===== src/rtl/gt_pwm_pkg.sv =====
// Shared definitions for the multi-channel PWM: compare modes, legal
// parameter ranges and the counter bit-reversal helper.
package gt_pwm_pkg;

  localparam logic MODE_LINEAR = 1'b0;
  localparam logic MODE_BITREV = 1'b1;

  localparam int PWMBITS_MIN = 2;
  localparam int PWMBITS_MAX = 16;
  localparam int NCH_MIN     = 1;
  localparam int NCH_MAX     = 8;
  localparam int PREDIV_MIN  = 1;
  localparam int PREDIV_MAX  = 256;

  // Reverses the low w bits of v; bits at and above w come back as zero.
  function automatic logic [15:0] bit_rev(input logic [15:0] v, input int w);
    logic [15:0] r;
    r = '0;
    for (int i = 0; i < 16; i++) begin
      if (i < w) r[4'(i)] = v[4'(w - 1 - i)];
    end
    return r;
  endfunction

endpackage


===== src/rtl/gt_pwm_multi_if.sv =====
// Control/observation bundle of gt_pwm_multi: threshold writes, clear,
// compare mode in; PWM outputs and period tick out.
interface gt_pwm_multi_if #(
  parameter int PWMBITS = 8,
  parameter int NCH     = 2
);
  localparam int CHW = (NCH > 1) ? $clog2(NCH) : 1;

  logic               WR_EN;
  logic [CHW-1:0]     WR_CH;
  logic [PWMBITS-1:0] WR_DATA;
  logic               CLR;
  logic               MODE;
  logic [NCH-1:0]     PWM;
  logic               PERIOD_TICK;

  modport master (
    output WR_EN, WR_CH, WR_DATA, CLR, MODE,
    input  PWM, PERIOD_TICK
  );

  modport slave (
    input  WR_EN, WR_CH, WR_DATA, CLR, MODE,
    output PWM, PERIOD_TICK
  );
endinterface


===== src/rtl/gt_pwm_chan.sv =====
// One PWM channel: shadow threshold written any time, active threshold
// loaded at the period wrap, registered compare output.
module gt_pwm_chan #(
  parameter int PWMBITS = 8
) (
  input  logic               clk_i,
  input  logic               rst_i,
  input  logic               wr_en_i,
  input  logic [PWMBITS-1:0] wr_data_i,
  input  logic               clr_i,
  input  logic               wrap_i,
  input  logic [PWMBITS-1:0] cmp_i,
  output logic               pwm_o
);

  logic [PWMBITS-1:0] shadow_q;
  logic [PWMBITS-1:0] active_q;
  logic               pwm_q;

  always_ff @(posedge clk_i) begin
    if (rst_i) begin
      shadow_q <= '0;
      active_q <= '0;
      pwm_q    <= 1'b0;
    end else if (clr_i) begin
      // Forcing the output low here keeps the old active value from
      // leaking out for one more cycle after the clear.
      shadow_q <= '0;
      active_q <= '0;
      pwm_q    <= 1'b0;
    end else begin
      if (wr_en_i) shadow_q <= wr_data_i;
      if (wrap_i)  active_q <= shadow_q;
      pwm_q <= (cmp_i < active_q);
    end
  end

  assign pwm_o = pwm_q;

endmodule


===== src/rtl/gt_pwm_multi.sv =====
// Multi-channel PWM generator: shared prescaler and period counter,
// NCH double-buffered threshold channels, period-start tick.
module gt_pwm_multi
  import gt_pwm_pkg::*;
#(
  parameter int PWMBITS = 8,
  parameter int NCH     = 2,
  parameter int PREDIV  = 1
) (
  input  logic           CLK,
  input  logic           RST,
  gt_pwm_multi_if.slave  bus
);

  localparam int PCW = (PREDIV > 1) ? $clog2(PREDIV) : 1;
  localparam int CHW = (NCH > 1) ? $clog2(NCH) : 1;

  if (PWMBITS < PWMBITS_MIN || PWMBITS > PWMBITS_MAX) begin : g_bad_pwmbits
    $error("gt_pwm_multi: PWMBITS out of range");
  end
  if (NCH < NCH_MIN || NCH > NCH_MAX) begin : g_bad_nch
    $error("gt_pwm_multi: NCH out of range");
  end
  if (PREDIV < PREDIV_MIN || PREDIV > PREDIV_MAX) begin : g_bad_prediv
    $error("gt_pwm_multi: PREDIV out of range");
  end

  logic [PCW-1:0]     pc_q, pc_d;
  logic [PWMBITS-1:0] cnt_q, cnt_d;
  logic [PWMBITS-1:0] cmp;
  logic               mode_act_q;
  logic               tick_q;
  logic               step;
  logic               wrap;
  logic [NCH-1:0]     pwm;

  assign step = (pc_q == PCW'(PREDIV - 1));
  assign wrap = step && (&cnt_q);
  assign pc_d  = step ? '0 : pc_q + PCW'(1);
  assign cnt_d = step ? cnt_q + PWMBITS'(1) : cnt_q;
  assign cmp   = (mode_act_q == MODE_BITREV) ?
                 PWMBITS'(bit_rev(16'(cnt_q), PWMBITS)) : cnt_q;

  always_ff @(posedge CLK) begin
    if (RST) begin
      pc_q       <= '0;
      cnt_q      <= '0;
      mode_act_q <= MODE_BITREV;
      tick_q     <= 1'b0;
    end else begin
      pc_q   <= pc_d;
      cnt_q  <= cnt_d;
      tick_q <= wrap;
      // Mode only switches on a period boundary so a period never mixes modes.
      if (wrap) mode_act_q <= bus.MODE;
    end
  end

  for (genvar i = 0; i < NCH; i++) begin : g_chan
    gt_pwm_chan #(.PWMBITS(PWMBITS)) u_chan (
      .clk_i     (CLK),
      .rst_i     (RST),
      .wr_en_i   (bus.WR_EN && (bus.WR_CH == CHW'(i))),
      .wr_data_i (bus.WR_DATA),
      .clr_i     (bus.CLR),
      .wrap_i    (wrap),
      .cmp_i     (cmp),
      .pwm_o     (pwm[i])
    );
  end

  assign bus.PWM         = pwm;
  assign bus.PERIOD_TICK = tick_q;

endmodule


===== src/flat_wrapper.sv =====
// flat-port wrapper written by rule: the top's interface ports become plain ports
module gt_pwm_multi_flat import gt_pwm_pkg::*;
#(
  parameter int PWMBITS = 8,
  parameter int NCH     = 2,
  parameter int PREDIV  = 1
)
  (CLK, RST, bus_WR_EN, bus_WR_CH, bus_WR_DATA, bus_CLR, bus_MODE, bus_PWM, bus_PERIOD_TICK);
  gt_pwm_multi_if #(.PWMBITS(PWMBITS), .NCH(NCH)) bus_i ();
  input  logic CLK;
  input  logic RST;
  input wire logic [$bits(bus_i.WR_EN)-1:0] bus_WR_EN;
  input wire logic [$bits(bus_i.WR_CH)-1:0] bus_WR_CH;
  input wire logic [$bits(bus_i.WR_DATA)-1:0] bus_WR_DATA;
  input wire logic [$bits(bus_i.CLR)-1:0] bus_CLR;
  input wire logic [$bits(bus_i.MODE)-1:0] bus_MODE;
  output wire logic [$bits(bus_i.PWM)-1:0] bus_PWM;
  output wire logic [$bits(bus_i.PERIOD_TICK)-1:0] bus_PERIOD_TICK;
  assign bus_i.WR_EN = bus_WR_EN;
  assign bus_i.WR_CH = bus_WR_CH;
  assign bus_i.WR_DATA = bus_WR_DATA;
  assign bus_i.CLR = bus_CLR;
  assign bus_i.MODE = bus_MODE;
  assign bus_PWM = bus_i.PWM;
  assign bus_PERIOD_TICK = bus_i.PERIOD_TICK;
  gt_pwm_multi #(.PWMBITS(PWMBITS), .NCH(NCH), .PREDIV(PREDIV)) u_core (.CLK(CLK), .RST(RST), .bus(bus_i));
endmodule

===== config.mk =====
export PLATFORM = sky130hd
export DESIGN_NAME = gt_pwm_multi_flat
export DESIGN_NICKNAME = d
export VERILOG_FILES = /design/src/rtl/gt_pwm_pkg.sv /design/src/rtl/gt_pwm_multi_if.sv /design/src/rtl/gt_pwm_chan.sv /design/src/rtl/gt_pwm_multi.sv /design/src/flat_wrapper.sv
export SDC_FILE = /design/constraint.sdc
export NUM_CORES = 1
export LEC_CHECK = 0
export CAP_MARGIN = 20
export CORE_MARGIN = 10
export CORE_UTILIZATION = 60
export CTS_CLUSTER_SIZE = 20
export DETAILED_ROUTE_END_ITERATION = 10
export GPL_ROUTABILITY_DRIVEN = 0
export HOLD_SLACK_MARGIN = 0.03
export PLACE_DENSITY = 0.82
export SYNTH_ARGS = -nofsm -noshare
export SYNTH_HDL_FRONTEND = slang
export SYNTH_SLANG_ARGS = --single-unit

===== constraint.sdc =====
create_clock -name CLK -period 3.2 [get_ports CLK]
set_clock_uncertainty 0.2 [all_clocks]
set_input_delay 0.32 -clock CLK [delete_from_list [all_inputs] [get_ports CLK]]
set_output_delay 0.32 -clock CLK [all_outputs]
set_load 0.01 [all_outputs]

==> Word-level counts from Yosys, hierarchy flattened <==
Index checks and enable logic that the tools add are counted.
{ "totals": {"register_bits": 45, "in_bits": 14, "word_cells": 23} }
{ "classes": {"addsub": 2, "magnitude_cmp": 2, "muxes": 1, "bitwise_logic": 2, "n_reduce_logical": 6} }
{ "ops": {"columns": ["operator", "n"], "rows": [
  ["less-than comparator 8 bit", 2],
  ["adder 8 x 1 -> 8 bit, second input constant", 1],
  ["two-way mux 8 bit", 1],
  ["AND reduction 8 bit", 1],
  ["OR reduction 2 bit", 2],
  ["logical AND 1 bit", 3],
  ["inverter 1 bit", 2],
  ["adder 1 bit, second input constant", 1]
]} }

==> Depth between registers and ports, before layout <==
{ "depth": {"word_depth": 2, "depth_mapped": 7} }

==> Hierarchy <==
From an unflattened synthesis, not the netlist that was laid out.
{ "hier_totals": {"cells_unflattened": 219, "hier_area_um2": 2105.8} }
{ "by_module_without_submodules": {"columns": ["mod", "instances", "cells_per_inst", "area_each_um2", "seq_area_each_um2"], "rows": [
  ["gt_pwm_chan", 2, 79, 773.2, 340.3],
  ["gt_pwm_multi", 1, 61, 559.3, 220.2]
]} }

==> Least setup slack after synthesis <==
No wires, ideal clock.
{ "synth_timing": {"kind": "register to register", "start": "register u_core.mode_act_q", "end": "register u_core.g_chan[0].u_chan.pwm_q", "setup_ps": 74, "arrival_ps": 1804, "required_ps": 2926, "path_slack_ps": 1122, "stages_incl_launch_ff": 7, "n_path_buf": 1, "synth_period_minus_slack_ps": 2078, "path_cell_list": "dfxtp_1 -> buf_6 -> mux2_2 -> ha_1 -> or4b_1 -> a31o_1 -> a31oi_1"} }
{ "synth_via": {"elab_chain_len": 2} }
{ "synth_lines": {"columns": ["element", "line_no", "source"], "rows": [
  ["from (decl)", "gt_pwm_multi.sv:31", "logic mode_act_q;"],
  ["from (signal assigned)", "gt_pwm_multi.sv:55", "if (wrap) mode_act_q <= bus.MODE;"],
  ["two-way mux 8 bit", "gt_pwm_multi.sv:41", "assign cmp = (mode_act_q == MODE_BITREV) ?"],
  ["less-than comparator 8 bit", "gt_pwm_chan.sv:34", "pwm_q <= (cmp_i < active_q);"],
  ["to (signal assigned)", "gt_pwm_chan.sv:34", null],
  ["to (decl)", "gt_pwm_chan.sv:18", "logic pwm_q;"]
]} }
Every way passes these cells.
A chain may end at the register's enable or synchronous reset.

==> Final worst setup path <==
{ "layout_timing": {"start": "register u_core.mode_act_q", "end": "register u_core.g_chan[1].u_chan.pwm_q"} }
{ "layout_via": {"elab_chain_len": 2} }
{ "layout_lines": {"columns": ["element", "line_no"], "rows": [
  ["two-way mux 8 bit", "gt_pwm_multi.sv:41"],
  ["less-than comparator 8 bit", "gt_pwm_chan.sv:34"],
  ["to (signal assigned)", "gt_pwm_chan.sv:34"],
  ["to (decl)", "gt_pwm_chan.sv:18"]
]} }
Every way passes these cells.

==> summary.md <==
| Metric | Value |
|---|---|
| Boundary Pins | `17` |
| Maximum VDD drop | `~0.33 mV` |
| Setup TNS | `0 ps` |
| Crit path DAT | `roughly 2600 ps` |
| First drt pass iteration count | `4` |
| Pwr/cell area | `~420 mW/mm^2` |
| Routed Antenna Nets | `0` |
| Post-synth EDFFs | `0` |
| Sequential cell area fraction in the yosys report | `43.6%` |
| Buffers added on ports | `16` |
| Setup bufs post-CTS | `0` |
| CTS buffer count | `5` |
| Final slew viol count | `0` |
| Core ar. | `between 0.003 and 0.004 sq mm` |
| Required time of the critical path | `about 3200 ps` |
| M1 GR Usage | `between 10% and 20%` |
| WS Path Type | `register to register` |
| Final Core Density | `around two thirds` |
| Synth Instances | `approximately 250` |
| Most frequent cells in the layout | `nand2_1 (59), dfxtp_1 (45), a21oi_1 (37), clkdlybuf4s50_1 (16), ha_1 (15)` |
| # rows | `21` |
| RSZ-0062 raised after global routing | `false` |
| Critical-path top delay cell | `dfxtp_1` |
| Post-Place Setup Slack | `701 ps` |
| Synth area leader | `dfxtp_1` |
| Post-synth top area share | `between 40% and 50%` |
| CP max stage delay | `580 ps` |
| DRT iter0 DRCs | `76` |
| Top delay family on crit path | `compound AO/OA/AOI/OAI gates` |
| DP HPWL | `around 3000 microns` |
| Leak | `approximately 0.78 nW` |
| Hold buffer count at cts | `0` |
| Clk slew on worst S/H paths | `around 150 ps` |
| Worst-Skew Late Latency | `between 300 and 400 ps` |
| Commonest non-fill, non-tap cell in the layout | `nand2_1` |
| Die Ht | `78.7 microns` |
| Area contributors post-synth | `dfxtp_1 (44%), nand2_1 (11%), ha_1 (9.1%)` |
| Post-route cell area | `0.00227 sq mm` |
| Most used DFF post-synth | `dfxtp_1` |
| Fin crit share | `between 80% and 90%` |
| Final wirelength | `4070 microns` |
| Met3 Use GR | `between 4 and 5%` |
| Antenna Diode Count | `0` |
| Worst hold slack | `between 200 and 250 ps` |
| First-pass GRT wire length | `about 7000 microns` |
| CTS Buffer Depth | `2` |
| Slew HR | `between 50% and 60%` |
| Netlist cell types | `37` |
| Setup Viol. Count Final | `0` |
| Initial Util | `62.0%` |
| Fmax | `384 MHz` |
| Final Power | `~940 uW` |
| Area growth syn-to-layout | `9.80%` |
| Synthesized Nets | `about 280` |
| Vias in the first global route | `1630` |
| CP Cell Sequence | `mux2_2 > ha_1 > o21a_1 > o21ai_0 > o21bai_1 > a2111oi_0` |
| Vias per cell | `about 5.4` |
| Layer with the highest usage | `met2` |
| Outcome | `complete, no violations` |
| Die width | `~79 microns` |
| Yosys Warn Count | `0` |
| Routed len/inst | `roughly 13 microns` |
| MaxCap Viol Count | `0` |
| Largest net degree at the start of global routing | `35` |
| Startpoint class of the critical path | `register` |
| Min Tclk post-route | `~2600 ps` |
| CTS root buf | `clkbuf_4` |
| Grt total ovfl | `0` |
| Post-synthesis async set-or-reset flop share | `0%` |
| Via count | `around 1600` |
| Drt drc | `0` |
| Resize count post-CTS | `0` |
| Syn_area_per_cell | `~8.3 sq um` |
| Placed inst area | `roughly 0.0022 sq mm` |
| Final net count | `285` |
| Final Hold Vio Count | `0` |
| Share of layout cells above drive strength 1 | `6.61%` |
| Cells after DPL | `295` |
| Clock Sinks | `45` |
| Mapped Area | `just over 0.002 sq mm` |
| Number of synthesized register bits | `45` |
| Crit path max fanout | `9` |
| GR Util All Layers | `around 14%` |
| Initial antenna violation count | `0` |
| Met2 usage in global routing | `between 20% and 30%` |
| Buf/Inv on CP | `0` |
| H-tree levels | `2` |
| CTS tree | `done` |
| Worst Setup End Kind | `register` |
| Worst-Margin Slew | `between 700 and 800 ps` |
| Post-Layout Cell Count | `~300` |
| Hold WC Path Type | `register to register` |
| Final worst slack | `roughly 600 ps` |
| Die area | `roughly 0.0062 sq mm` |
==> report_power, final <==
group,leakage (nW),switching [mW],internal (mW),total (mW)
Clock,0.0322,0.203,0.0912,0.294
Sequential,0.364,0.00755,0.570,0.577
Combinational,0.384,0.0368,0.0362,0.0730
==> path summary, 6_finish.rpt <==
| kind | start | endpoint | slack (ps) | depth (start not counted) |
|---|---|---|---|---|
| setup / recovery | u_core.mode_act_q$_SDFFE_PP1P_ | u_core.g_chan[1].u_chan.pwm_o$_SDFF_PP0_ | 600 | 6 |
| hold reg to reg | u_core.g_chan[1].u_chan.shadow_q[4]$_SDFFE_PP0P_ | u_core.g_chan[1].u_chan.active_q[4]$_SDFFE_PP0P_ | 250 | 2 |
| setup reg to reg | u_core.mode_act_q$_SDFFE_PP1P_ | u_core.g_chan[1].u_chan.pwm_o$_SDFF_PP0_ | 600 | 6 |
| hold / removal | u_core.g_chan[1].u_chan.shadow_q[4]$_SDFFE_PP0P_ | u_core.g_chan[1].u_chan.active_q[4]$_SDFFE_PP0P_ | 250 | 2 |
==> kinds of logic (layout without fill, tap and decap cells) <==
group,Yosys count,after routing,share of synthesized area (%)
AO/OA/AOI/OAI,48,48,12.7
XOR/XNOR,5,5,2.12
adder cells (fa/ha/maj),15,15,9.07
buffers and inverters,30,38,6.29
flip-flops,45,45,43.6
multiplexers,9,9,5.02
other,1,1,0.181
AND/OR/NAND/NOR,96,96,21.1
==> worst min-delay path, stage by stage, from the launching register on <==
cell	delay, ps
dfxtp_1	330
nand2_1	50
a21oi_1	50
==> layer usage <==
metal / share of wire (%) / wire [microns]
met1: 46 / 1870
met2: 46 / 1880
met3: 4.6 / 186
met4: 3.1 / 126
met5: 0 / 0
==> registers in the layout, summed over array words and instances, names as in the netlist <==
| name | flops |
|---|---|
| u_core.g_chan.u_chan.active_q | 16 |
| u_core.g_chan.u_chan.shadow_q | 16 |
| u_core.cnt_q | 8 |
| u_core.g_chan.u_chan.pwm_o | 2 |
| u_core.bus.PERIOD_TICK | 1 |
| u_core.mode_act_q | 1 |
| u_core.pc_q | 1 |
==> cells in the mapped netlist, types with 2 or more instances <==
| cell | count |
|---|---|
| a21oi_1 | 37 |
| and3_1 | 2 |
| and4_1 | 2 |
| buf_2 | 2 |
| buf_4 | 2 |
| clkbuf_1 | 11 |
| dfxtp_1 | 45 |
| ha_1 | 15 |
| inv_1 | 14 |
| mux2_2 | 7 |
| nand2_1 | 59 |
| nand2b_1 | 2 |
| nand3_1 | 10 |
| nand4_1 | 2 |
| nor2_1 | 8 |
| nor2b_1 | 3 |
| o21ai_0 | 4 |
| or3_1 | 2 |
| xor2_1 | 4 |
==> cell type report <==
cell class                      instances  area [sq um]
Inverter                               14          52.6
Fill cell                             304          1070
Clock buffer                            5          37.5
Sequential cell                        45           901
Timing Repair Buffer                   16           160
Multi-Input combinational cell        174          1040
Clock inverter                          3          25.0
Tap cell                               46          57.6
Power figures use the tool's default switching activity.
